$ cat src/rtl/uart_rx_frame.sv
// uart_rx_frame: 8N1 UART receiver with a 2-flop synchronizer, mid-bit sampling and framing-error detection.
// Define UART_RX_MAJORITY_EN to take each bit from a 2-of-3 vote around mid-bit.
module uart_rx_frame #(
  parameter int CLKS_PER_BIT = 22
) (
  input  logic       sys_clock,
  input  logic       reset,
  input  logic       enable,
  input  logic       Din,
  output logic [7:0] dataout,
  output logic       valid,
  output logic       frame_err,
  output logic       busy
);
  localparam int CW  = $clog2(CLKS_PER_BIT);
  localparam int MID = CLKS_PER_BIT / 2;
`ifdef UART_RX_MAJORITY_EN
  localparam int SAMP = MID + 1;
`else
  localparam int SAMP = MID;
`endif
  localparam logic [CW-1:0] START_AT = CW'(SAMP);
  localparam logic [CW-1:0] LAST     = CW'(CLKS_PER_BIT - 1);
  localparam logic [2:0] ARM   = 3'd0;
  localparam logic [2:0] IDLE  = 3'd1;
  localparam logic [2:0] START = 3'd2;
  localparam logic [2:0] DATA  = 3'd3;
  localparam logic [2:0] STOP  = 3'd4;
  logic [1:0]    sync_q, sync_d, hist_q, hist_d;
  logic [2:0]    state_q, state_d, idx_q, idx_d;
  logic [CW-1:0] cnt_q, cnt_d;
  logic [7:0]    shift_q, shift_d, dataout_q, dataout_d;
  logic          valid_q, valid_d, ferr_q, ferr_d, busy_q, busy_d;
  logic          rxd, bit_val;
  assign rxd = sync_q[1];
  // hist_q holds the two previous rxd values, so the vote spans three consecutive cycles
`ifdef UART_RX_MAJORITY_EN
  assign bit_val = (hist_q[1] & hist_q[0]) | (hist_q[1] & rxd) | (hist_q[0] & rxd);
`else
  assign bit_val = rxd;
`endif
  always_comb begin
    sync_d    = {sync_q[0], Din};
    hist_d    = {hist_q[0], rxd};
    state_d   = state_q;
    idx_d     = idx_q;
    cnt_d     = cnt_q + 1'b1;
    shift_d   = shift_q;
    dataout_d = dataout_q;
    valid_d   = 1'b0;
    ferr_d    = 1'b0;
    busy_d    = busy_q;
    if (!enable) begin
      state_d = ARM;
      busy_d  = 1'b0;
    end else begin
      case (state_q)
        ARM: state_d = rxd ? IDLE : ARM;
        IDLE: if (!rxd) begin
          state_d = START;
          busy_d  = 1'b1;
          cnt_d   = '0;
        end
        START: if (cnt_q == START_AT) begin
          state_d = bit_val ? IDLE : DATA;
          busy_d  = !bit_val;
          cnt_d   = '0;
          idx_d   = 3'd0;
        end
        DATA: if (cnt_q == LAST) begin
          cnt_d          = '0;
          shift_d[idx_q] = bit_val;
          idx_d          = idx_q + 3'd1;
          state_d        = (idx_q == 3'd7) ? STOP : DATA;
        end
        STOP: if (cnt_q == LAST) begin
          // leave mid-stop-bit so a start edge right after the stop bit is caught
          busy_d    = 1'b0;
          valid_d   = bit_val;
          ferr_d    = !bit_val;
          dataout_d = bit_val ? shift_q : dataout_q;
          state_d   = bit_val ? IDLE : ARM;
        end
        default: state_d = ARM;
      endcase
    end
  end
  always_ff @(posedge sys_clock or posedge reset) begin
    if (reset) begin
      sync_q    <= 2'b11;
      hist_q    <= 2'b11;
      state_q   <= ARM;
      idx_q     <= '0;
      cnt_q     <= '0;
      shift_q   <= '0;
      dataout_q <= '0;
      valid_q   <= 1'b0;
      ferr_q    <= 1'b0;
      busy_q    <= 1'b0;
    end else begin
      sync_q    <= sync_d;
      hist_q    <= hist_d;
      state_q   <= state_d;
      idx_q     <= idx_d;
      cnt_q     <= cnt_d;
      shift_q   <= shift_d;
      dataout_q <= dataout_d;
      valid_q   <= valid_d;
      ferr_q    <= ferr_d;
      busy_q    <= busy_d;
    end
  end
  assign dataout   = dataout_q;
  assign valid     = valid_q;
  assign frame_err = ferr_q;
  assign busy      = busy_q;
endmodule
$ cat config.mk
export PLATFORM = sky130hd
export DESIGN_NAME = uart_rx_frame
export DESIGN_NICKNAME = d
export VERILOG_FILES = /design/src/rtl/uart_rx_frame.sv
export SDC_FILE = /design/constraint.sdc
export NUM_CORES = 1
export LEC_CHECK = 0
export CAP_MARGIN = 40
export CORE_MARGIN = 2
export CORE_UTILIZATION = 53
export DETAILED_ROUTE_END_ITERATION = 10
export GPL_TIMING_DRIVEN = 0
export PLACE_DENSITY = 0.78
export SYNTH_ARGS = -nofsm -noshare
export SYNTH_HDL_FRONTEND = slang
export SYNTH_SLANG_ARGS = --single-unit
$ cat constraint.sdc
create_clock -name sys_clock -period 2.8 [get_ports sys_clock]
set_input_delay 0.7 -clock sys_clock [delete_from_list [all_inputs] [get_ports sys_clock]]
set_output_delay 0.7 -clock sys_clock [all_outputs]
set_load 0.005 [all_outputs]
# ---- Word-level counts from Yosys, hierarchy flattened
# Cells that the tools add are included.
dict set report totals {
  regBits 32
  input_bits 4
  output_inout_bits 11
  elab_cells 67
}
dict set report op_classes {
  n_addsub 2
  n_lt_le_gt_ge 2
  n_eq_ne 14
  muxes 31
  reduce_logical 9
}
# operator n
set op_table {}
lappend op_table {{2-to-1 mux 3 bit} 8}
lappend op_table {{2-to-1 mux 5 bit} 4}
lappend op_table {{AND reduction 4 bit} 4}
lappend op_table {{one-hot mux 3 bit (5 select lines)} 1}
lappend op_table {{one-hot mux 5 bit (3 select lines)} 1}
lappend op_table {{2-to-1 mux 1 bit} 12}
lappend op_table {{!= test 3 bit (second input constant)} 4}
lappend op_table {{bitwise mux 8 bit} 1}
lappend op_table {{equality test 3 x 2 -> 1 bit (second input constant)} 2}
lappend op_table {{equality test 3 bit (second input constant)} 2}
lappend op_table {{one-hot mux 3 bit (2 select lines)} 1}
lappend op_table {{adder 5 x 1 -> 5 bit (second input constant)} 1}
lappend op_table {{equality test 5 x 4 -> 1 bit (second input constant)} 1}
lappend op_table {{equality test 5 bit (second input constant)} 1}
lappend op_table {{less-than comparator 3 x 4 -> 1 bit (second input constant)} 1}
lappend op_table {{!= test 2 bit (second input constant)} 2}
lappend op_table {{!= test 4 x 1 -> 1 bit (second input constant)} 1}
lappend op_table {{adder 3 x 1 -> 3 bit (second input constant)} 1}
lappend op_table {{demux 1 bit (select 3 bit)} 1}
lappend op_table {{equality test 3 x 1 -> 1 bit (second input constant)} 1}
lappend op_table {{>= comparator 3 x 1 -> 1 bit (second input constant)} 1}
lappend op_table {{zero test 3 bit} 1}
lappend op_table {{one-hot mux 1 bit (3 select lines)} 1}
lappend op_table {{AND reduction 3 bit} 1}
lappend op_table {{4 further kinds} 4}

# ---- Longest topological paths before layout
# Gate-level depths: netlist (run 1).
dict set report depth {
  word_depth 5
  depth_mapped 6
  ltp_nobuf 6
}

# ---- Least setup slack after synthesis (run 1)
# Ideal clock, no wire load.
dict set report synth_path {
  path_type {input port to flip-flop}
  start {input port enable}
  end {register shift_q[1]}
  setup_time_ns 0.125
  arrival_ns 1.685
  required_time_ns 2.675
  setup_slack_ns 0.990
  stages 4
  path_buffers 1
  path_cell_list {buf_4 > nand3b_1 > nor4_1 > mux2_2}
}
dict set report synth_between {
  elab_chain_cells 1
}
# item line
set synth_rtl {}
lappend synth_rtl {{from (decl)} 8} ;# input logic enable,
lappend synth_rtl {{AND reduction 3 bit (no line)} -}
lappend synth_rtl {{to (signal assigned)} 106} ;# shift_q <= shift_d;
lappend synth_rtl {{to (decl)} 32} ;# logic [7:0] shift_q, shift_d, dataout_q, dataout_d;
# Every way passes these cells.
# A chain may end at the register's enable or synchronous reset.

# ---- Worst setup path after layout (run 1)
dict set report layout_path {
  start {register dataout_q[1], in the netlist dataout[1]}
  end {output port dataout[1]}
}
# item line
set layout_rtl {}
lappend layout_rtl {{from (decl)} 32}
lappend layout_rtl {{from (signal assigned)} 107} ;# dataout_q <= dataout_d;
lappend layout_rtl {{to (decl)} 10} ;# output logic [7:0] dataout,
# No word-level cell between the ends.

==> flow_summary.yaml, run 1 <==
floorplan:
  dieHeight_um: 58.0
  fp-row-count: 19
  fp.dieW_um: 58.0
  io_pins: 15
  die-area_um2: 3360
  coreArea_um2: 2760
  initial_core_util_pct: 56.0
yosys:
  yosys.cell_types.count: 41
  yosysWarnings: 0
  syn_inst: 138
  seq_area_frac_synth_pct: 52.0
  avgSynthCellArea_um2: 11.2
  syn_nets: 146
  syn-cell-area_um2: 1540
  ys_ff_latch: 32
timing:
  finClkSkew_ns: 0.00835
  setup_viol: 0
  drv_slew: 0
  worst_pin_slew_ns: 0.826
  min_period_ns: 1.89
  finalHoldViolCount: 0
  slew-limit-headroom_pct: 44.9
  max_freq_ghz: 0.529
  rsz0062_at_grt: "no"
  min_period_over_period_pct: 67.5
  setup_tns_ns: 0
cells_and_area:
  fin_nets: 167
  final_cell_mix: "dfrtp_1 (30), mux2_2 (16), nor2_1 (15), clkdlybuf4s50_1 (13), nand2_1 (8)"
  utilization_pct: 64.9
  area.growth.synth_to_final_pct: 16.0
  multiInputGateArea_um2: 687
  nFillCells: 225
  post-route-cell-area_um2: 1790
  regArea_um2: 803
  antenna_cells: 0
  final_common_cell: "dfrtp_1"
  drive_gt1_share_pct: 20.0
clocking:
  clockBufferDepth: 2
  post_cts_buffers: 0
  cts_resized: 0
  cts_tree: "yes"
  clock_latency_ns: 0.33
  cts.clk_slew.worst_paths_ns: 0.09
  cts_root_buf: "clkbuf_4"
  cts_hold_buf: 0
  cts.sinks: 32
  cts-htree-levels: 2
  cts_inserted_buffers: 5
power_and_ir_drop:
  p_per_area_nw_per_um2: 725
  leakagePower_nw: 0.826
  ir_drop_uv: 533
setup_path:
  crit_type: "register to output pin"
  path_buf_inv: 1
  cp_data_arrival_time_ns: 1.19
  worstSetupEndpoint: "dataout[1]"
  timing.rr.end: "shift_q[2]$_DFFE_PP0P_"
  path_max_fanout: 2
  crit_start: "dataout[1]$_DFFE_PP0P_"
  crit_path_end_kind: "output pin"
  max_stage_delay_ns: 0.51
  required_ns: 2.10
  reg2regPathDepth: 6
  reg2reg_from: "cnt_q[1]$_DFF_PP0_"
  reg2reg_slack_ns: 0.91
  cp_top_family: "buffers and inverters"
  crit_chain: "clkdlybuf4s50_1"
  path_depth: 1
  cp-start-kind: "register"
  cp_slowest_cell: "clkdlybuf4s50_1"
placement:
  place_congestion: 0.842
  dpl.hpwl_mm: 2.04
  dpl_cell_area_um2: 1730
  port-buffer-count: 13
route:
  drtIter0Drc: 38
  drc: 0
  via_count: 1115
  drtAntennaViolNets: 0
  viasPerCell: 5.84
  drt_wl_total_mm: 2.68
  wl_per_cell_um: 14.0
  drt-pass1-iter-count: 4
status:
  status: "complete, no violations"
global_route:
  grt_max_degree: 23
  grt_pass1_vias: 1116
  gr-usage-all-layers_pct: 19.2
  overflow: 0
  grt_pass1_wl_mm: 4.82
  antenna_found_initial: 0
job:
  max-cap-violations: 0
min_path:
  hold_path_class: "register to register"
how the worst min path moves through the flow:
stage,startpoint,end,slack (ns),cells past startpoint
after floorplan,sync_q[0]$_DFF_PP1_,sync_q[1]$_DFF_PP1_,0.35,0
after global placement,sync_q[0]$_DFF_PP1_,sync_q[1]$_DFF_PP1_,0.35,0
after detailed placement,sync_q[0]$_DFF_PP1_,sync_q[1]$_DFF_PP1_,0.35,0
after CTS,sync_q[0]$_DFF_PP1_,sync_q[1]$_DFF_PP1_,0.36,0
after global routing,sync_q[0]$_DFF_PP1_,sync_q[1]$_DFF_PP1_,0.37,0
final,sync_q[0]$_DFF_PP1_,sync_q[1]$_DFF_PP1_,0.36,0
logic make-up after synthesis:
group | synth area share, %
compound gates | 7.05
flops | 52.0
simple gates | 20.2
mux | 12.3
xor+xnor | 1.70
buf+inv | 3.48
fa+ha+maj | 3.24
area by class of cell:
class / count / area share (%)
Sequential cell: 32 / 44.9
Multi-Input combinational cell: 94 / 38.4
Timing Repair Buffer: 14 / 8.11
Clock buffer: 7 / 3.07
Tap cell: 31 / 2.17
Buffer: 5 / 1.54
Inverter: 7 / 1.47
Clock inverter: 1 / 0.419
synthesized netlist by cell type (all sizes together):
library cell / n / share of area (%)
or3b: 1 / 0.57
nand4: 4 / 1.6
mux2i: 1 / 0.65
buf: 3 / 1.3
and2b: 1 / 0.49
a22oi: 1 / 0.49
o211ai: 1 / 0.49
nor2b: 1 / 0.41
nor3: 2 / 0.65
mux2: 16 / 12
nand3b: 1 / 0.49
and4bb: 1 / 0.81
clkbuf: 2 / 0.49
nand2: 8 / 1.9
ha: 4 / 3.2
a41oi: 1 / 0.57
or4: 1 / 0.49
nand3: 5 / 2.4
o22ai: 1 / 0.41
o311a: 2 / 1.3
nor2: 15 / 3.6
nand2b: 2 / 0.81
nor4: 6 / 2.4
nor4bb: 1 / 0.65
and2: 1 / 0.41
o31ai: 1 / 0.49
a21oi: 3 / 0.97
dfstp: 2 / 3.4
a21boi: 1 / 0.49
inv: 7 / 1.7
and3: 2 / 1.1
nand4b: 1 / 0.57
xnor2: 1 / 0.57
a211o: 1 / 0.57
dfrtp: 30 / 49
xor2: 2 / 1.1
and4b: 1 / 0.65
o21ai: 4 / 1.3
per-layer routing:
metal | GRT usage [%] | vias to the layer above | wire [µm]
met4 | 7.31 | 0 | 49
met5 | 0 | - | 0
li1 | - | 541 | -
met3 | 6.25 | 5 | 132
met1 | 24.4 | 547 | 1180
met2 | 30.8 | 22 | 1320
power by group:
group	switching, mW	internal (mW)	leakage, nW
sequential	0.0917	0.539	0.417
clock	0.146	0.123	0.0315
combinational	0.224	0.174	0.378
registers in the layout (all words and copies together), names as in the netlist:
register,cells
dataout,8
frame_err,1
cnt_q,5
sync_q,2
shift_q,8
valid,1
state_q,3
busy,1
idx_q,3
through the flow:
step	setup slack [ns]	instances	total power [mW]	hold WS, ns
CTS	0.884	191	1.31	0.361
finish	0.909	191	1.30	0.359
floorplan	0.990	138	0.933	0.345
global placement	0.690	182	1.00	0.347
global route	0.766	191	1.40	0.370
detailed placement	0.774	183	1.03	0.347
(Power assumes the default switching activity.)
==> run 2: changes to the inputs <==
==> constraint.sdc (replaced) <==
create_clock -name sys_clock -period 1.8 [get_ports sys_clock]
set_input_delay 0.45 -clock sys_clock [delete_from_list [all_inputs] [get_ports sys_clock]]
set_output_delay 0.45 -clock sys_clock [all_outputs]
set_load 0.005 [all_outputs]
==> flow_summary.yaml, run 2 (synthesis gave the netlist of run 1 again) <==
floorplan:
  io_pins: 15
  fp-row-count: 19
  die-area_um2: 3360
  coreArea_um2: 2760
  initial_core_util_pct: 56.0
  dieHeight_um: 58.0
  fp.dieW_um: 58.0
setup_path:
  required_ns: 2.03
  crit_type: "register to register"
  cp_data_arrival_time_ns: 2.05
  path_max_fanout: 4
  crit_path_end_kind: "register"
  cp-start-kind: "register"
route:
  wl_per_cell_um: 15.9
  drtIter0Drc: 51
  drc: 0
  drt-pass1-iter-count: 4
  drtAntennaViolNets: 0
  drt_wl_total_mm: 3.11
  via_count: 1170
  viasPerCell: 5.97
clocking:
  clock_latency_ns: 0.33
  cts.clk_slew.worst_paths_ns: 0.10
  cts-htree-levels: 2
  cts_root_buf: "clkbuf_4"
  cts_hold_buf: 0
  cts_tree: "yes"
  cts_inserted_buffers: 5
  cts.sinks: 32
  clockBufferDepth: 2
power_and_ir_drop:
  ir_drop_uv: 850
  leakagePower_nw: 0.892
  p_per_area_nw_per_um2: 1140
cells_and_area:
  fin_nets: 172
  area.growth.synth_to_final_pct: 26.1
  nFillCells: 187
  final_cell_mix: "dfrtp_1 (30), mux2_2 (16), nor2_1 (14), clkdlybuf4s50_1 (13)"
  drive_gt1_share_pct: 29.7
  final_common_cell: "dfrtp_1"
  antenna_cells: 0
  utilization_pct: 70.6
timing:
  setup_viol: 2
  min_period_ns: 1.82
  worst_pin_slew_ns: 0.827
  finClkSkew_ns: 0.0115
  drv_slew: 0
  max_freq_ghz: 0.549
  finalHoldViolCount: 0
  setup_tns_ns: -0.0258
  rsz0062_at_grt: "yes"
  setup_slack_ns: -0.0206
  slew-limit-headroom_pct: 44.8
  min_period_over_period_pct: 101
placement:
  port-buffer-count: 13
  dpl.hpwl_mm: 2.04
  place_congestion: 0.842
global_route:
  grt_max_degree: 23
  grt_pass1_vias: 1147
  antenna_found_initial: 0
  gr-usage-all-layers_pct: 19.7
  overflow: 0
  grt_pass1_wl_mm: 4.94
min_path:
  hold_path_class: "register to register"
job:
  max-cap-violations: 0
status:
  violations: "setup timing"
  status: "complete, but fails checks"
run 2: worst max-delay path, cell delays in order, from the launching register on:
cell,delay (ns)
dfrtp_1,0.41
ha_2,0.19
and4b_2,0.28
and3_4,0.20
or4_1,0.50
o311a_1,0.14
run 2: worst paths after layout:
path                                           from                  end  slack, ns  cells past startpoint
worst min-delay path            sync_q[0]$_DFF_PP1_  sync_q[1]$_DFF_PP1_       0.36                      0
min in group asynchronous                     reset     busy$_DFFE_PP0P_       0.58                      2
max in group asynchronous                     reset  sync_q[1]$_DFF_PP1_       0.58                      3
worst max-delay path             cnt_q[0]$_DFF_PP0_     busy$_DFFE_PP0P_      -0.02                      5
worst min register to register  sync_q[0]$_DFF_PP1_  sync_q[1]$_DFF_PP1_       0.36                      0
worst max register to register   cnt_q[0]$_DFF_PP0_     busy$_DFFE_PP0P_      -0.02                      5
run 2: area by class of cell:
cell class                      count  area [µm²]  area share (%)
Sequential cell                    32         803            41.3
Multi-Input combinational cell     94         793            40.7
Timing Repair Buffer               19         195            10.0
Clock buffer                        7        55.1            2.83
Tap cell                           31        38.8            1.99
Buffer                              5        27.5            1.41
Inverter                            7        26.3            1.35
Clock inverter                      1        7.51           0.386
run 2: metal layers:
layer / vias to the layer above / global-route usage, % / part of all wire [%] / routed length, µm
met5: - / 0 / 0 / 0
met4: 0 / 7.31 / 1.6 / 51
met3: 5 / 6.25 / 4.9 / 152
met2: 34 / 32.5 / 51 / 1600
met1: 581 / 24.4 / 42 / 1310
li1: 550 / - / - / -
run 2: where the power goes:
part	internal (mW)	switching (mW)	total (mW)
clock network	0.191	0.231	0.422
registers	0.838	0.168	1.01
logic	0.319	0.464	0.783
total	1.35	0.863	2.21
run 2: what timing repair did:
action | in CTS | in global routing
setup buffers | 3 | 2
resized for setup | 9 | 10
pin swaps | 0 | 5
endpoints found under the setup margin | 7 | 11
hold endpoints to repair | 0 | 0
run 2: stage by stage:
step                      power, mW  hold WS (ns)  instances  instance area [µm²]  worst slack (ns)
final                          2.21         0.360        196                 1950           -0.0206
after CTS                      2.10         0.361        194                 1850           -0.0237
after global placement         1.56         0.347        182                 1710           -0.0597
after detailed placement       1.61         0.347        183                 1730           -0.0852
after global routing           2.36         0.370        196                 1950            -0.116
after floorplan                1.45         0.345        138                 1540            0.0705
==> run 3: changes to the inputs <==
--- a/config.mk
+++ b/config.mk
@@ -5,7 +5,6 @@
 export SDC_FILE = /design/constraint.sdc
 export NUM_CORES = 1
 export LEC_CHECK = 0
-export CAP_MARGIN = 40
 export CORE_MARGIN = 2
 export CORE_UTILIZATION = 53
 export DETAILED_ROUTE_END_ITERATION = 10
==> flow_summary.yaml, run 3 (synthesis gave the netlist of run 1 again) <==
clocking:
  cts.sinks: 32
  clock_latency_ns: 0.34
  cts_tree: "yes"
  cts_inserted_buffers: 5
  cts-htree-levels: 2
  cts.clk_slew.worst_paths_ns: 0.09
  clockBufferDepth: 2
  cts_root_buf: "clkbuf_4"
timing:
  finClkSkew_ns: 0.0123
  min_period_ns: 1.82
  rsz0062_at_grt: "yes"
  max_freq_ghz: 0.548
  worst_pin_slew_ns: 1.18
  setup_slack_ns: -0.0249
  finalHoldViolCount: 0
  min_period_over_period_pct: 101
  hold_ws_ns: 0.359
  setup_viol: 4
  drv_slew: 0
  slew-limit-headroom_pct: 21.1
floorplan:
  coreArea_um2: 2760
  die-area_um2: 3360
  initial_core_util_pct: 56.0
  dieHeight_um: 58.0
  fp.dieW_um: 58.0
  io_pins: 15
  fp-row-count: 19
setup_path:
  cp_data_arrival_time_ns: 2.05
  required_ns: 2.03
  path_max_fanout: 6
  timing.rr.end: "shift_q[1]$_DFFE_PP0P_"
  crit_path_end_kind: "register"
  reg2regPathDepth: 6
  cp-start-kind: "register"
  reg2reg_slack_ns: -0.02
  crit_type: "register to register"
  reg2reg_from: "cnt_q[1]$_DFF_PP0_"
route:
  via_count: 1150
  drtIter0Drc: 42
  drt-pass1-iter-count: 4
  wl_per_cell_um: 15.2
  drc: 0
  drtAntennaViolNets: 0
  drt_wl_total_mm: 2.95
  viasPerCell: 5.93
cells_and_area:
  antenna_cells: 0
  fin_nets: 170
  area.growth.synth_to_final_pct: 24.6
  utilization_pct: 69.7
  final_cell_mix: "dfrtp_1 (30), mux2_2 (16), nor2_1 (14), clkdlybuf4s50_1 (13)"
  drive_gt1_share_pct: 29.4
  multiInputGateArea_um2: 791
  regArea_um2: 803
  final_common_cell: "dfrtp_1"
  nFillCells: 202
power_and_ir_drop:
  p_per_area_nw_per_um2: 1190
  ir_drop_uv: 1110
  leakagePower_nw: 0.873
  finalPower_mw: 2.29
placement:
  port-buffer-count: 13
  place_ws_ns: -0.0856
  place_congestion: 0.842
  dpl.hpwl_mm: 1.93
global_route:
  grt_max_degree: 33
  overflow: 0
  gr-usage-all-layers_pct: 20.0
  grt_pass1_wl_mm: 4.91
  antenna_found_initial: 0
  grt_pass1_vias: 1095
min_path:
  worstHoldEndpoint: "sync_q[1]$_DFF_PP1_"
  hold_depth: 0
  worstHoldStart: "sync_q[0]$_DFF_PP1_"
  hold_path_class: "register to register"
job:
  max-cap-violations: 0
status:
  violations: "setup timing"
  status: "complete, but fails checks"
[run 3: critical path: stages (launching register included)]
cell and delay, ns:
dfrtp_1 0.41, inv_1 0.07, ha_2 0.17, and4b_2 0.31
nand2_4 0.14, nor4_2 0.28, mux2_2 0.36
[run 3: metal layers]
| layer | vias to the layer above | global-route usage [%] | routed length (µm) |
|---|---|---|---|
| li1 | 546 | - | - |
| met1 | 553 | 24.6 | 1270 |
| met2 | 42 | 31.2 | 1430 |
| met3 | 9 | 7.37 | 186 |
| met4 | 0 | 9.63 | 57 |
| met5 | - | 0 | 0 |
[run 3: layout make-up]
| type | count | share of cell area (%) |
|---|---|---|
| Sequential cell | 32 | 41.8 |
| Timing Repair Buffer | 17 | 8.33 |
| Tap cell | 31 | 2.02 |
| Multi-Input combinational cell | 94 | 41.1 |
| Clock buffer | 6 | 2.15 |
| Buffer | 5 | 1.43 |
| Clock inverter | 2 | 1.82 |
| Inverter | 7 | 1.37 |
[run 3: timing repair]
action,4_1_cts,5_1_grt
buffers inserted,2,2
endpoints found under the setup margin,7,12
cloned,0,0
hold buffers,0,0
gates resized for setup,8,11
pin swaps,0,5
[run 3: how the worst max path moves through the flow]
stage                       startpoint                      to  slack, ns  depth (start not counted)
floorplan           cnt_q[0]$_DFF_PP0_        busy$_DFFE_PP0P_       0.07                          5
global placement                 reset  shift_q[4]$_DFFE_PP0P_      -0.06                          2
detailed placement  cnt_q[1]$_DFF_PP0_  shift_q[2]$_DFFE_PP0P_      -0.09                          6
CTS                 cnt_q[1]$_DFF_PP0_  shift_q[2]$_DFFE_PP0P_      -0.01                          6
global route        cnt_q[0]$_DFF_PP0_        busy$_DFFE_PP0P_      -0.07                          5
finish              cnt_q[1]$_DFF_PP0_  shift_q[1]$_DFFE_PP0P_      -0.02                          6
[run 3: power by group]
part	internal [mW]	switching (mW)
clock network	0.291	0.239
registers	0.838	0.165
logic	0.313	0.445
total	1.44	0.849
[run 3: through the flow]
step	setup TNS, ns	instance area (µm²)	std cells
6_report	-0.0616	1920	194
5_1_grt	-0.330	1920	194
4_1_cts	-0.0388	1830	192
3_5_place_dp	-2.03	1710	182
3_3_place_gp	-1.83	1710	182
2_1_floorplan	0	1540	138
